## src/rtl/uart_pkg.sv

```systemverilog
// uart_pkg: shared state/parity types and bit helpers for the UART receive path
package uart_pkg;

    typedef enum logic [2:0] {IDLE, START, DATA, PARITY, STOP, BRK} state_e;
    typedef enum logic [1:0] {NONE, ODD, EVEN} parity_e;

    function automatic logic majority3(input logic a, input logic b, input logic c);
        return (a & b) | (a & c) | (b & c);
    endfunction

    // data is zero-extended by callers; extra zeros do not change the XOR
    function automatic logic calc_parity(input logic [8:0] data, input parity_e p);
        return p == EVEN ? ^data : p == ODD ? ~^data : 1'b0;
    endfunction

endpackage

```

## src/rtl/sync_fifo.sv

```systemverilog
// sync_fifo: single-clock FIFO with one-cycle first-word latency and combinational head read
module sync_fifo #(
    parameter int WIDTH = 8,
    parameter int DEPTH = 4
) (
    input  logic             clk,
    input  logic             rst_n,
    input  logic             push,
    input  logic             pop,
    input  logic [WIDTH-1:0] wdata,
    output logic [WIDTH-1:0] rdata,
    output logic             full,
    output logic             empty
);

    localparam int AW = $clog2(DEPTH);

    logic [AW:0]      wp, rp;
    logic [WIDTH-1:0] mem [DEPTH];
    logic             do_push, do_pop;

    assign empty   = wp == rp;
    assign full    = (wp[AW] != rp[AW]) && (wp[AW-1:0] == rp[AW-1:0]);
    assign do_pop  = pop & ~empty;
    assign do_push = push & (~full | do_pop);
    assign rdata   = mem[rp[AW-1:0]];

    // storage and pointers; a pop in the same cycle frees room for a push when full
    always_ff @(posedge clk or negedge rst_n) begin
        if (!rst_n) begin
            wp <= '0;
            rp <= '0;
            for (int i = 0; i < DEPTH; i++) mem[i] <= '0;
        end else begin
            if (do_push) begin
                mem[wp[AW-1:0]] <= wdata;
                wp              <= wp + 1'b1;
            end
            if (do_pop) rp <= rp + 1'b1;
        end
    end

endmodule

```

## src/rtl/uart_rx_param.sv

```systemverilog
// uart_rx_param: configurable UART receiver with majority sampling, error/break detection and receive FIFO
module uart_rx_param
    import uart_pkg::*;
#(
    parameter int CLK_FREQ   = 100_000_000,
    parameter int BAUD_RATE  = 115_200,
    parameter int DATA_BITS  = 8,
    parameter int PARITY     = 0,
    parameter int STOP_BITS  = 1,
    parameter int FIFO_DEPTH = 4
) (
    input  logic                 clk,
    input  logic                 rst_n,
    input  logic                 rx,
    output logic [DATA_BITS-1:0] m_data,
    output logic                 m_frame_err,
    output logic                 m_parity_err,
    output logic                 m_valid,
    input  logic                 m_ready,
    output logic                 overrun,
    output logic                 break_det,
    output logic                 busy
);

    localparam int      CYCLE = CLK_FREQ / BAUD_RATE;
    localparam int      CW    = $clog2(CYCLE);
    localparam int      HALF  = CYCLE / 2;
    localparam int      FW    = DATA_BITS + 2;
    localparam parity_e PMODE = parity_e'(PARITY);

    if (CYCLE < 8 || DATA_BITS < 5 || DATA_BITS > 9 || PARITY < 0 || PARITY > 2 ||
        STOP_BITS < 1 || STOP_BITS > 2 || FIFO_DEPTH < 2 || (FIFO_DEPTH & (FIFO_DEPTH - 1)) != 0) begin : g_bad_cfg
        $error("uart_rx_param: illegal parameter combination");
    end

    state_e               state;
    logic                 rx_m, rx_s, s0, s1, smp, mid, last;
    logic [CW-1:0]        cyc_cnt;
    logic [3:0]           bit_cnt;
    logic [DATA_BITS-1:0] shift;
    logic                 perr, ferr, push_q, brk_q, full, empty, pop;
    logic [FW-1:0]        wdata_q, rdata;

    assign smp       = majority3(s0, s1, rx_s);
    assign mid       = cyc_cnt == CW'(HALF);
    assign last      = cyc_cnt == CW'(CYCLE - 1);
    assign busy      = state != IDLE;
    assign break_det = brk_q;
    assign m_valid   = ~empty;
    assign pop       = m_valid & m_ready;
    assign overrun   = push_q & full & ~pop;
    assign {m_parity_err, m_frame_err, m_data} = rdata;

    // two-flop synchroniser, idling high so reset never looks like a start bit
    always_ff @(posedge clk or negedge rst_n) begin
        if (!rst_n) begin
            rx_m <= 1'b1;
            rx_s <= 1'b1;
        end else begin
            rx_m <= rx;
            rx_s <= rx_m;
        end
    end

    // capture the two early samples; the third is rx_s itself at mid-bit
    always_ff @(posedge clk or negedge rst_n) begin
        if (!rst_n) begin
            s0 <= 1'b1;
            s1 <= 1'b1;
        end else begin
            if (cyc_cnt == CW'(HALF - 2)) s0 <= rx_s;
            if (cyc_cnt == CW'(HALF - 1)) s1 <= rx_s;
        end
    end

    // frame FSM; completion is taken at the last stop mid-sample to leave resync margin
    always_ff @(posedge clk or negedge rst_n) begin
        if (!rst_n) begin
            state   <= IDLE;
            cyc_cnt <= '0;
            bit_cnt <= '0;
            shift   <= '0;
            perr    <= 1'b0;
            ferr    <= 1'b0;
            push_q  <= 1'b0;
            brk_q   <= 1'b0;
            wdata_q <= '0;
        end else begin
            push_q <= 1'b0;
            brk_q  <= 1'b0;
            case (state)
                IDLE: if (!rx_s) begin
                    state   <= START;
                    cyc_cnt <= '0;
                    bit_cnt <= '0;
                    perr    <= 1'b0;
                    ferr    <= 1'b0;
                end
                START: if (mid && smp) begin
                    state   <= IDLE;
                    cyc_cnt <= '0;
                end else if (last) begin
                    state   <= DATA;
                    cyc_cnt <= '0;
                end else cyc_cnt <= cyc_cnt + 1'b1;
                DATA: begin
                    if (mid) shift <= {smp, shift[DATA_BITS-1:1]};
                    if (!last) cyc_cnt <= cyc_cnt + 1'b1;
                    else begin
                        cyc_cnt <= '0;
                        if (bit_cnt == 4'(DATA_BITS - 1)) begin
                            bit_cnt <= '0;
                            state   <= PMODE != NONE ? uart_pkg::PARITY : STOP;
                        end else bit_cnt <= bit_cnt + 1'b1;
                    end
                end
                uart_pkg::PARITY: begin
                    if (mid) perr <= smp != calc_parity(9'(shift), PMODE);
                    if (!last) cyc_cnt <= cyc_cnt + 1'b1;
                    else begin
                        cyc_cnt <= '0;
                        state   <= STOP;
                    end
                end
                STOP: begin
                    if (mid && bit_cnt == 4'(STOP_BITS - 1)) begin
                        cyc_cnt <= '0;
                        bit_cnt <= '0;
                        if (shift == '0 && !smp) begin
                            state <= BRK;
                            brk_q <= 1'b1;
                        end else begin
                            state   <= IDLE;
                            push_q  <= 1'b1;
                            wdata_q <= {perr, ferr | ~smp, shift};
                        end
                    end else begin
                        if (mid) ferr <= ferr | ~smp;
                        if (!last) cyc_cnt <= cyc_cnt + 1'b1;
                        else begin
                            cyc_cnt <= '0;
                            bit_cnt <= bit_cnt + 1'b1;
                        end
                    end
                end
                BRK: if (rx_s) state <= IDLE;
                default: state <= IDLE;
            endcase
        end
    end

    sync_fifo #(.WIDTH(FW), .DEPTH(FIFO_DEPTH)) u_fifo (
        .clk  (clk),
        .rst_n(rst_n),
        .push (push_q),
        .pop  (pop),
        .wdata(wdata_q),
        .rdata(rdata),
        .full (full),
        .empty(empty)
    );

endmodule

```

## config.mk

```make
export PLATFORM = sky130hd
export DESIGN_NAME = uart_rx_param
export DESIGN_NICKNAME = d
export VERILOG_FILES = /design/src/rtl/uart_pkg.sv /design/src/rtl/sync_fifo.sv /design/src/rtl/uart_rx_param.sv
export SDC_FILE = /design/constraint.sdc
export NUM_CORES = 1
export LEC_CHECK = 0
export CORE_MARGIN = 3
export CORE_UTILIZATION = 45
export DETAILED_ROUTE_END_ITERATION = 7
export DONT_BUFFER_PORTS = 1
export PLACE_DENSITY_LB_ADDON = 0.05
export SLEW_MARGIN = 20
export SYNTH_ARGS = -nofsm -noshare
export SYNTH_HDL_FRONTEND = slang
export SYNTH_HIERARCHICAL = 1
export SYNTH_SLANG_ARGS = --single-unit
```

## constraint.sdc

```tcl
create_clock -name clk -period 3.2 [get_ports clk]
set_input_delay 0.8 -clock clk [delete_from_list [all_inputs] [get_ports clk]]
set_output_delay 0.8 -clock clk [all_outputs]
set_load 0.03 [all_outputs]
```

After elaboration in Yosys (flattened, before gate mapping). Index checks and enable logic that the tools add are counted.

Flip-flop bits (word level): 89. Input bits: 4. Logic and storage cells: 130.

Add/subtract/negate cells: 4. Order comparisons: 3. Eq/ne operators: 24. Muxes and demuxes: 39. Bitwise gates (word level): 19. Reduce and logical (&&, ||, !) cells: 22.

Operators with widths (count): 10-bit 2-to-1 mux (7); 40-bit bitwise mux (1); 10-bit one-hot mux with 4 select lines (1); 10-bit by 9-bit == test with 1-bit output, second input constant (3); 3-bit 2-to-1 mux (9); 10-bit binary-select mux with 2-bit select (1); 10-bit demux with 2-bit select (1); 4-bit 2-to-1 mux (5); 2-bit inequality test, second input constant (9); 3-bit one-hot mux with 6 select lines (1); 4-bit one-hot mux with 3 select lines (1); 10-bit by 1-bit adder with 10-bit output, second input constant (1); 10-bit == test, second input constant (1); 1-bit 2-to-1 mux (10); 1-bit AND (8); 8-bit zero test (1); 4-bit AND reduction (2); 7-bit AND reduction (1); 3-bit by 1-bit adder with 3-bit output, second input constant (2); 3-bit by 2-bit == test with 1-bit output, second input constant (2); 3-bit == test, second input constant (2); 3-bit greater-or-equal comparator, second input constant (2); 3-bit inequality test, second input constant (2); 2-bit inverter with 3-bit output (2); other kinds (20) (36).

Depth between registers and ports, before layout. Gate-level depths: netlist of the first run.

Depth in word-level cells: 8. Mapped depth: 9. Gate-level depth less buffers: 7.

Modules after synthesis. Netlist of the first run, hierarchy kept.

By module, submodules not included: uart_rx_param (times used 1, cells an instance 225, area each 2411.1 µm²); sync_fifo (times used 1, cells an instance 142, area each 2270.9 µm²).

Least setup slack after synthesis of the first run. OpenSTA, ideal clock, no wires.

Path type: register to register. From: register u_fifo.wp[1]. To: register u_fifo/mem[1] (netlist bit). Data arrival time: 2.744 ns. Path slack: 0.331 ns. Stages on the path, launching flop included: 10. Buffers on the path: 3. Cells stage by stage: dfrtp_1 xor2_1 buf_2 or2_2 nor2_1 nor2b_1 clkbuf_1 o41ai_2 buf_6 mux2_4.

Longest elaborated chain between the ends: 6. Elaborated cells on any way between the ends: 16. Those cells by class: 2 x order compare; 2 x eq/ne; 3 x mux; 7 x bitwise; 2 x reduce/logical.

Ends and longest elaborated chain: start, declared (RTL line sync_fifo.sv:18) `logic [AW:0] wp, rp;`; start signal, assigned (RTL line sync_fifo.sv:37) `wp <= wp + 1'b1;`; 3-bit == test (RTL line sync_fifo.sv:22) `assign empty = wp == rp;`; via empty (RTL line uart_rx_param.sv:41) `logic perr, ferr, push_q, brk_q, full, empty, pop;`; 1-bit inverter (RTL line uart_rx_param.sv:49) `assign m_valid = ~empty;`; 1-bit AND (RTL line uart_rx_param.sv:50) `assign pop = m_valid & m_ready;`; via pop (RTL line uart_rx_param.sv:41); 1-bit AND (RTL line sync_fifo.sv:24) `assign do_pop = pop & ~empty;`; 1-bit bitwise OR (RTL line sync_fifo.sv:25) `assign do_push = push & (~full | do_pop);`; 1-bit AND (RTL line sync_fifo.sv:25); end signal, assigned by index (RTL line sync_fifo.sv:36) `mem[wp[AW-1:0]] <= wdata;`; end, declared (RTL line sync_fifo.sv:19) `logic [WIDTH-1:0] mem [DEPTH];`.

The timed path passes the listed nets, and every way through them passes these cells. A chain may end at the register's enable or synchronous reset.

Worst setup path after layout of the first run.
From: register u_fifo.wp[0]. To: output port overrun.

Longest elaborated chain between the ends: 5. Elaborated cells on any way between the ends: 8. Those cells by class: 2 x eq/ne; 5 x bitwise; 1 x reduce/logical.

Ends and longest elaborated chain: 3-bit == test (RTL line sync_fifo.sv:22); via empty (RTL line uart_rx_param.sv:41); 1-bit inverter (RTL line uart_rx_param.sv:49); 1-bit AND (RTL line uart_rx_param.sv:50); via pop (RTL line uart_rx_param.sv:41); 1-bit inverter (RTL line uart_rx_param.sv:51) `assign overrun = push_q & full & ~pop;`; 1-bit AND (RTL line uart_rx_param.sv:51); end, declared (RTL line uart_rx_param.sv:20) `output logic overrun,`.

The timed path passes the listed nets, and every way through them passes these cells.

==> results_dict.tcl, run 1 <==
set metrics [dict create \
    status "complete, no violations" \
    path_cells "xor2_2 -> or2_2 -> nor2_1 -> nor2b_1 -> buf_4 -> nor2_1 -> buf_4" \
    rsz0062_at_grt "false" \
    yosysSeqAreaShare_pct 47.7 \
    numClockSinks 89 \
    hold_viol 0 \
    fp.dieW_um 108 \
    place.gp.congestion 0.798 \
    rrSetupSlack_ns 0.70 \
    vias 2900 \
    yosysMostFrequentCell "dfrtp_1" \
    tightest_slew_ns 0.704 \
    hp-class "in2async" \
    grt_use_total_pct 17.6 \
    cts_made_buffers 9 \
    startpoint_type "flop" \
    fin_skew_ns 0.0184 \
    max_freq_mhz 357 \
    first_pass_iters 4 \
    fin_nets 390 \
    powerDensity_mw_per_mm2 467 \
    clockRootBuffer "clkbuf_8" \
    fin_crit_sh_pct 87.5 \
    crit_type "reg2out" \
    rr_startpoint "u_fifo/wp[0]$_DFFE_PN0P_" \
    nFillCells 859 \
    cap_violations 0 \
    routed_wl_um 9090 \
    cts_buffer_depth 2 \
    p_leak_nw 2.30 \
    io_pins 18 \
    pwr-share-seq_pct 49.5 \
    vias_per_cell 5.65 \
    setup_viol 0 \
    antenna-diode-count 0 \
    postSynthAreaPerCell_sq_um 12.8 \
    grt_pass1_wl_um 15800 \
    p_clk_share_pct 33.4 \
    async_flop_share_pct 100 \
    yosysUniqueCellTypes 70 \
    die_height_um 108 \
    area_growth_syn_to_layout_pct 7.83 \
    yosys-top-cells-count "dfrtp_1 (85), mux2_2 (46), nand2_1 (21), nor2_1 (20), o21ai_0 (17)" \
    tns_ns 0 \
    syn_inst 367 \
    p_sw_w 0.000697 \
    drcViolationCount 0 \
    initial_utilization_pct 47.0 \
    core_sq_mm 0.00995 \
    insertion_delay_ns 0.35 \
    synth_nets 382 \
    combPwrFrac_pct 17.1 \
    finalMaxSlewViolations 0 \
    synth_largest_area_cell "dfrtp_1" \
    wire_per_inst_um 17.7 \
    netlist.area_leader.share_pct 45.4 \
    drt_iter0_drc 214 \
    critPathArrivalTime_ns 2.00 \
    timing.hold.ws_ns 0.129 \
    io_buffers 0 \
    min_period_ns 2.80 \
    cp-end-kind "output pin" \
    critPathRequiredTime_ns 2.40 \
    post_cts_buffers 0 \
    ys_ff_latch 89 \
    grt_pass1_vias 2880 \
    irDropWorstVdd_v 0.000224 \
    yosysWarnings 6 \
    ant_nets 0 \
    crit_buf_inv 2 \
    reg2reg_depth 8 \
    synth-edff-count 0 \
    overflow 0 \
    r2r-end "u_fifo/mem[9]$_DFFE_PN0P_" \
    cts_resized 0 \
    cp_slowest_stage_delay_ns 0.47 \
    p_sw_share_pct 29.5 \
    syn-cell-area_sq_mm 0.00468 \
    htree_levels 3 \
    relSlewSlack_pct 52.9 \
    cp_max_fo 13 \
    power.internal_w 0.00166 \
    num_rows 36 \
    crit_slowest_cell "dfrtp_1" \
    die-area_sq_mm 0.0117 \
    synth_area_leaders "dfrtp_1 (45%), mux2_2 (11%), mux4_2 (4.8%), mux2_4 (4.5%), ha_1 (2.9%)" \
    holdBufCountCts 0 \
    drive_above_1_share_pct 32.6 \
    cpLargestDelayFamily "simple AND/OR/NAND/NOR gates" \
    grt_max_degree 90 \
    hpwl_um 6230 \
    antenna_found_initial 0 \
    ys.flop_type "dfrtp_1" \
    tritoncts "built" \
    cts.clk_slew.worst_paths_ns 0.09 \
]
## worst max-delay path by stage
stage / start / end / slack (ns) / cells past startpoint
6_report: u_fifo/wp[0]$_DFFE_PN0P_ / overrun / 0.40 / 7
2_1_floorplan: u_fifo/wp[1]$_DFFE_PN0P_ / u_fifo/mem[1]$_DFFE_PN0P_ / 0.33 / 9
3_3_place_gp: u_fifo/wp[0]$_DFFE_PN0P_ / u_fifo/mem[3]$_DFFE_PN0P_ / 0.76 / 8
3_5_place_dp: u_fifo/wp[0]$_DFFE_PN0P_ / u_fifo/mem[0]$_DFFE_PN0P_ / 0.70 / 8
5_1_grt: u_fifo/wp[1]$_DFFE_PN0P_ / overrun / 0.24 / 7
4_1_cts: u_fifo/wp[0]$_DFFE_PN0P_ / overrun / 0.37 / 7
## cell families after synthesis
kind of cell               after synthesis  synth area share [%]
muxes                                   72                  20.8
and+or+nand+nor                        103                  13.5
adders and majority gates               12                  3.18
buffers and inverters                   26                  2.89
AOI/OAI and AO/OA                       58                  10.3
xor gates and xnor gates                 7                  1.63
DFF                                     89                  47.7
## cells in the final DEF, fill, tap and decap left out, types with 3 or more instances in the layout
master / n
nand2_1: 21
dfrtp_1: 85
o41ai_4: 4
xnor2_1: 3
dfstp_2: 4
o21ai_0: 17
and2_1: 6
mux2_2: 46
mux2_4: 14
o31ai_1: 3
o22ai_1: 3
or3_1: 6
or2_2: 4
nor2b_1: 3
o21a_1: 3
inv_1: 13
nand2b_1: 3
nand3_1: 9
and3_1: 4
o211ai_1: 3
nor3_1: 4
nor2_1: 20
mux4_2: 10
ha_1: 11
buf_4: 10
clkbuf_8: 9
## metrics by stage
stage | std cells | cell area (sq um) | util (%) | setup WS (ns) | power [W]
detailed placement | 497 | 4850 | 48.7 | 0.700 | 0.00160
global placement | 497 | 4850 | 48.7 | 0.764 | 0.00160
floorplan | 367 | 4680 | - | 0.331 | 0.00149
finish | 513 | 5050 | 50.7 | 0.400 | 0.00236
global route | 513 | 5050 | 50.7 | 0.242 | 0.00249
CTS | 513 | 5050 | 50.7 | 0.373 | 0.00240
## sequential cells by signal (all words and copies together) (netlist names), 3 cells and up
register / count
bit_cnt: 4
wdata_q: 10
u_fifo/rp: 3
u_fifo/mem: 40
u_fifo/wp: 3
shift: 8
state: 3
cyc_cnt: 10
## layout make-up
class,instances,area [sq um],share of cell area [%]
sequential,89,2230,44.2
timing repair buffer,10,75.1,1.49
clock buffer,10,128,2.53
multi-input combinational,252,2330,46.1
tap,133,166,3.30
inverter,13,48.8,0.967
clock inverter,6,72.6,1.44
## metal layers
layer / up-vias / share of wire (%) / GRT usage, %
li1: 1387 / - / -
met1: 1466 / 52 / 27.7
met2: 36 / 43 / 24.5
met3: 11 / 3.4 / 3.46
met4: 0 / 1.3 / 5.14
met5: - / 0 / 0
## power by group through the flow
stage	Combinational (W)	Clock [W]	Sequential, W
after floorplan	0.000293	0	0.00119
after global placement	0.000405	0	0.00119
after detailed placement	0.000411	0	0.00119
after CTS	0.000411	0.000821	0.00117
after global routing	0.000445	0.000872	0.00117
final	0.000403	0.000789	0.00117
Note: power is estimated with default switching activity, not from simulation.
==> run 2: changes to the inputs <==
--- a/config.mk
+++ b/config.mk
@@ -5,6 +5,7 @@
 export SDC_FILE = /design/constraint.sdc
 export NUM_CORES = 1
 export LEC_CHECK = 0
+export ABC_AREA = 1
 export CORE_MARGIN = 3
 export CORE_UTILIZATION = 45
 export DETAILED_ROUTE_END_ITERATION = 7
==> run 2 against run 1 <==
Synthesized cell count is 66% higher. First-iteration DRC count is 7.5% higher. Sequential cell count stayed put. Total power is 16% lower. Sequential share of layout area is 1.8 points lower. Largest cell class unchanged.
==> results_dict.tcl, run 2 <==
set metrics [dict create \
    tightest_slew_ns 0.562 \
    syn-cell-area_sq_mm 0.00490 \
    startpoint_type "flop" \
    async_flop_share_pct 100 \
    drt_iter0_drc 230 \
    antenna_found_initial 0 \
    cpLargestDelayFamily "simple AND/OR/NAND/NOR gates" \
    overflow 0 \
    p_sw_share_pct 21.5 \
    critPathRequiredTime_ns 2.40 \
    fin_ws_ns 0.257 \
    synth-edff-count 0 \
    ys_ff_latch 89 \
    io_pins 18 \
    max_freq_mhz 340 \
    netlist.area_leader.share_pct 43.4 \
    numClockSinks 89 \
    p_sw_w 0.000425 \
    yosysSeqAreaShare_pct 45.5 \
    final_cell_mix "nand2_1 (192), dfrtp_1 (85), nand4_1 (52)" \
    cp.depth 8 \
    synth_nets 624 \
    cts.clk_slew.worst_paths_ns 0.09 \
    crit_slowest_cell "dfrtp_1" \
    relSlewSlack_pct 62.5 \
    crit_path_start "u_fifo/rp[1]$_DFFE_PN0P_" \
    hp-class "in2async" \
    postSynthAreaPerCell_sq_um 8.05 \
    initial_utilization_pct 46.9 \
    antenna-diode-count 0 \
    cts_resized 0 \
    rr_startpoint "u_fifo/rp[1]$_DFFE_PN0P_" \
    reg_top3 "u_fifo/mem: 40 flops, cyc_cnt: 10 flops, wdata_q: 10 flops" \
    rsz0062_at_grt "false" \
    power.internal_w 0.00156 \
    combPwrFrac_pct 0.1 \
    ys.flop_type "dfrtp_1" \
    die_height_um 110 \
    grt_pass1_wl_um 19500 \
    setup_viol 0 \
    status "complete, no violations" \
    htree_levels 3 \
    hold_viol 0 \
    yosysUniqueCellTypes 34 \
    grt_pass1_vias 4032 \
    tritoncts "built" \
    first_pass_iters 4 \
    synth_area_leaders "dfrtp_1 (43%), nand2_1 (15%), nand4_1 (6.6%), o21ai_0 (4.7%), nand3_1 (3.9%)" \
    post_cts_buffers 0 \
    fin_skew_ns 0.00576 \
    grt_use_total_pct 20.4 \
    finalMaxSlewViolations 0 \
    cts_buffer_depth 2 \
    vias 3995 \
    pre_cts_ws_ns 0.601 \
    pwr-share-seq_pct 56.9 \
    io_buffers 0 \
    cp_max_fo 14 \
    routed_wl_um 11000 \
    yosysWarnings 6 \
    yosys-top-cells-count "nand2_1 (192), dfrtp_1 (85), nand4_1 (52), inv_1 (50), o21ai_0 (46)" \
    syn_inst 609 \
    yosysMostFrequentCell "nand2_1" \
    crit_buf_inv 3 \
    grt_max_degree 90 \
    synth_largest_area_cell "dfrtp_1" \
    layout_commonest_cell "nand2_1" \
    crit_type "reg2out" \
    cp_slowest_stage_delay_ns 0.57 \
    place.gp.congestion 0.846 \
    critPathArrivalTime_ns 2.14 \
    cap_violations 0 \
    cp-end-kind "output pin" \
    drive_above_1_share_pct 11.9 \
    endpoint "overrun" \
    vias_per_cell 5.31 \
    num_rows 37 \
    p_clk_share_pct 43.0 \
    fp.dieW_um 110 \
    r2r-end "u_fifo/mem[2]$_DFFE_PN0P_" \
    largest-register "u_fifo/mem" \
    area_growth_syn_to_layout_pct 7.43 \
    core_sq_mm 0.0105 \
    nFillCells 1079 \
    largest_reg_flops 40 \
    clockRootBuffer "clkbuf_8" \
    reg2reg_depth 11 \
    powerDensity_mw_per_mm2 376 \
    drcViolationCount 0 \
    ant_nets 0 \
    wire_per_inst_um 14.7 \
    rrSetupSlack_ns 0.56 \
    min_period_ns 2.94 \
    tns_ns 0 \
    fin_nets 626 \
    irDropWorstVdd_v 0.000162 \
    path_cells "inv_1 -> nand2_1 -> nand2_1 -> nand4_1 -> inv_1 -> nor2_1 -> nor2_1 -> buf_4" \
    insertion_delay_ns 0.37 \
    holdBufCountCts 0 \
    fin_crit_sh_pct 92.0 \
    hpwl_um 7830 \
    p_leak_nw 2.66 \
    cts_made_buffers 9 \
    die-area_sq_mm 0.0122 \
]
[run 2: metrics by stage]
stage | std cells | hold WS, ns | util (%) | total power [W] | instance area (sq um)
floorplan | 609 | 0.345 | - | 0.00115 | 4900
global placement | 736 | 0.349 | 48.3 | 0.00115 | 5050
detailed placement | 736 | 0.348 | 48.3 | 0.00115 | 5050
CTS | 752 | 0.0925 | 50.3 | 0.00201 | 5270
global route | 752 | 0.0889 | 50.3 | 0.00205 | 5270
finish | 752 | 0.120 | 50.3 | 0.00198 | 5270
[run 2: layout make-up]
cell class                      count  area [sq um]  share of cell area (%)
Multi-Input combinational cell    440          2310                    43.9
Sequential cell                    89          2230                    42.4
Inverter                           54           208                    3.94
Tap cell                          136           170                    3.23
Clock buffer                       13           169                    3.21
Timing Repair Buffer               17           128                    2.42
Clock inverter                      3          46.3                   0.879
[run 2: cells by family after synthesis]
group | Yosys count | share of synthesized area, %
simple gates | 346 | 33.9
mux | 1 | 0.204
fa+ha+maj | 11 | 2.81
buf+inv | 80 | 7.27
flops | 89 | 45.5
compound gates | 74 | 8.86
xor+xnor | 8 | 1.43
[run 2: worst min path at each step]
stage | startpoint | end | cells past startpoint
2_1_floorplan | rx_m$_DFF_PN1_ | rx_s$_DFF_PN1_ | 0
3_3_place_gp | rx_m$_DFF_PN1_ | rx_s$_DFF_PN1_ | 0
3_5_place_dp | rx_m$_DFF_PN1_ | rx_s$_DFF_PN1_ | 0
4_1_cts | rst_n | state[1]$_DFFE_PN0P_ | 0
5_1_grt | rst_n | u_fifo/wp[1]$_DFFE_PN0P_ | 0
6_report | rst_n | u_fifo/mem[28]$_DFFE_PN0P_ | 0
[run 2: worst register-to-register path, delay by kind of cell (launching register included)]
kind,cells,cell delay (ns)
and+or+nand+nor,8,1.57
buffers and inverters,3,0.42
DFF,1,0.57
[run 2: metal layers]
metal	vias to the layer above	wire length [um]	track usage (%)	part of all wire, %
li1	2014	-	-	-
met1	1903	5180	26.8	47
met2	61	5250	33.8	48
met3	17	369	2.97	3.3
met4	0	239	8.71	2.2
met5	-	0	0	0
[run 2: power by group through the flow]
| stage | logic, W | registers [W] | clock network (W) |
|---|---|---|---|
| finish | 0.00000149 | 0.00113 | 0.000852 |
| global route | 0.00000176 | 0.00113 | 0.000918 |
| CTS | 0.00000148 | 0.00113 | 0.000876 |
| detailed placement | 0.00000148 | 0.00115 | 0 |
| global placement | 0.00000138 | 0.00115 | 0 |
| floorplan | 0.00000100 | 0.00115 | 0 |
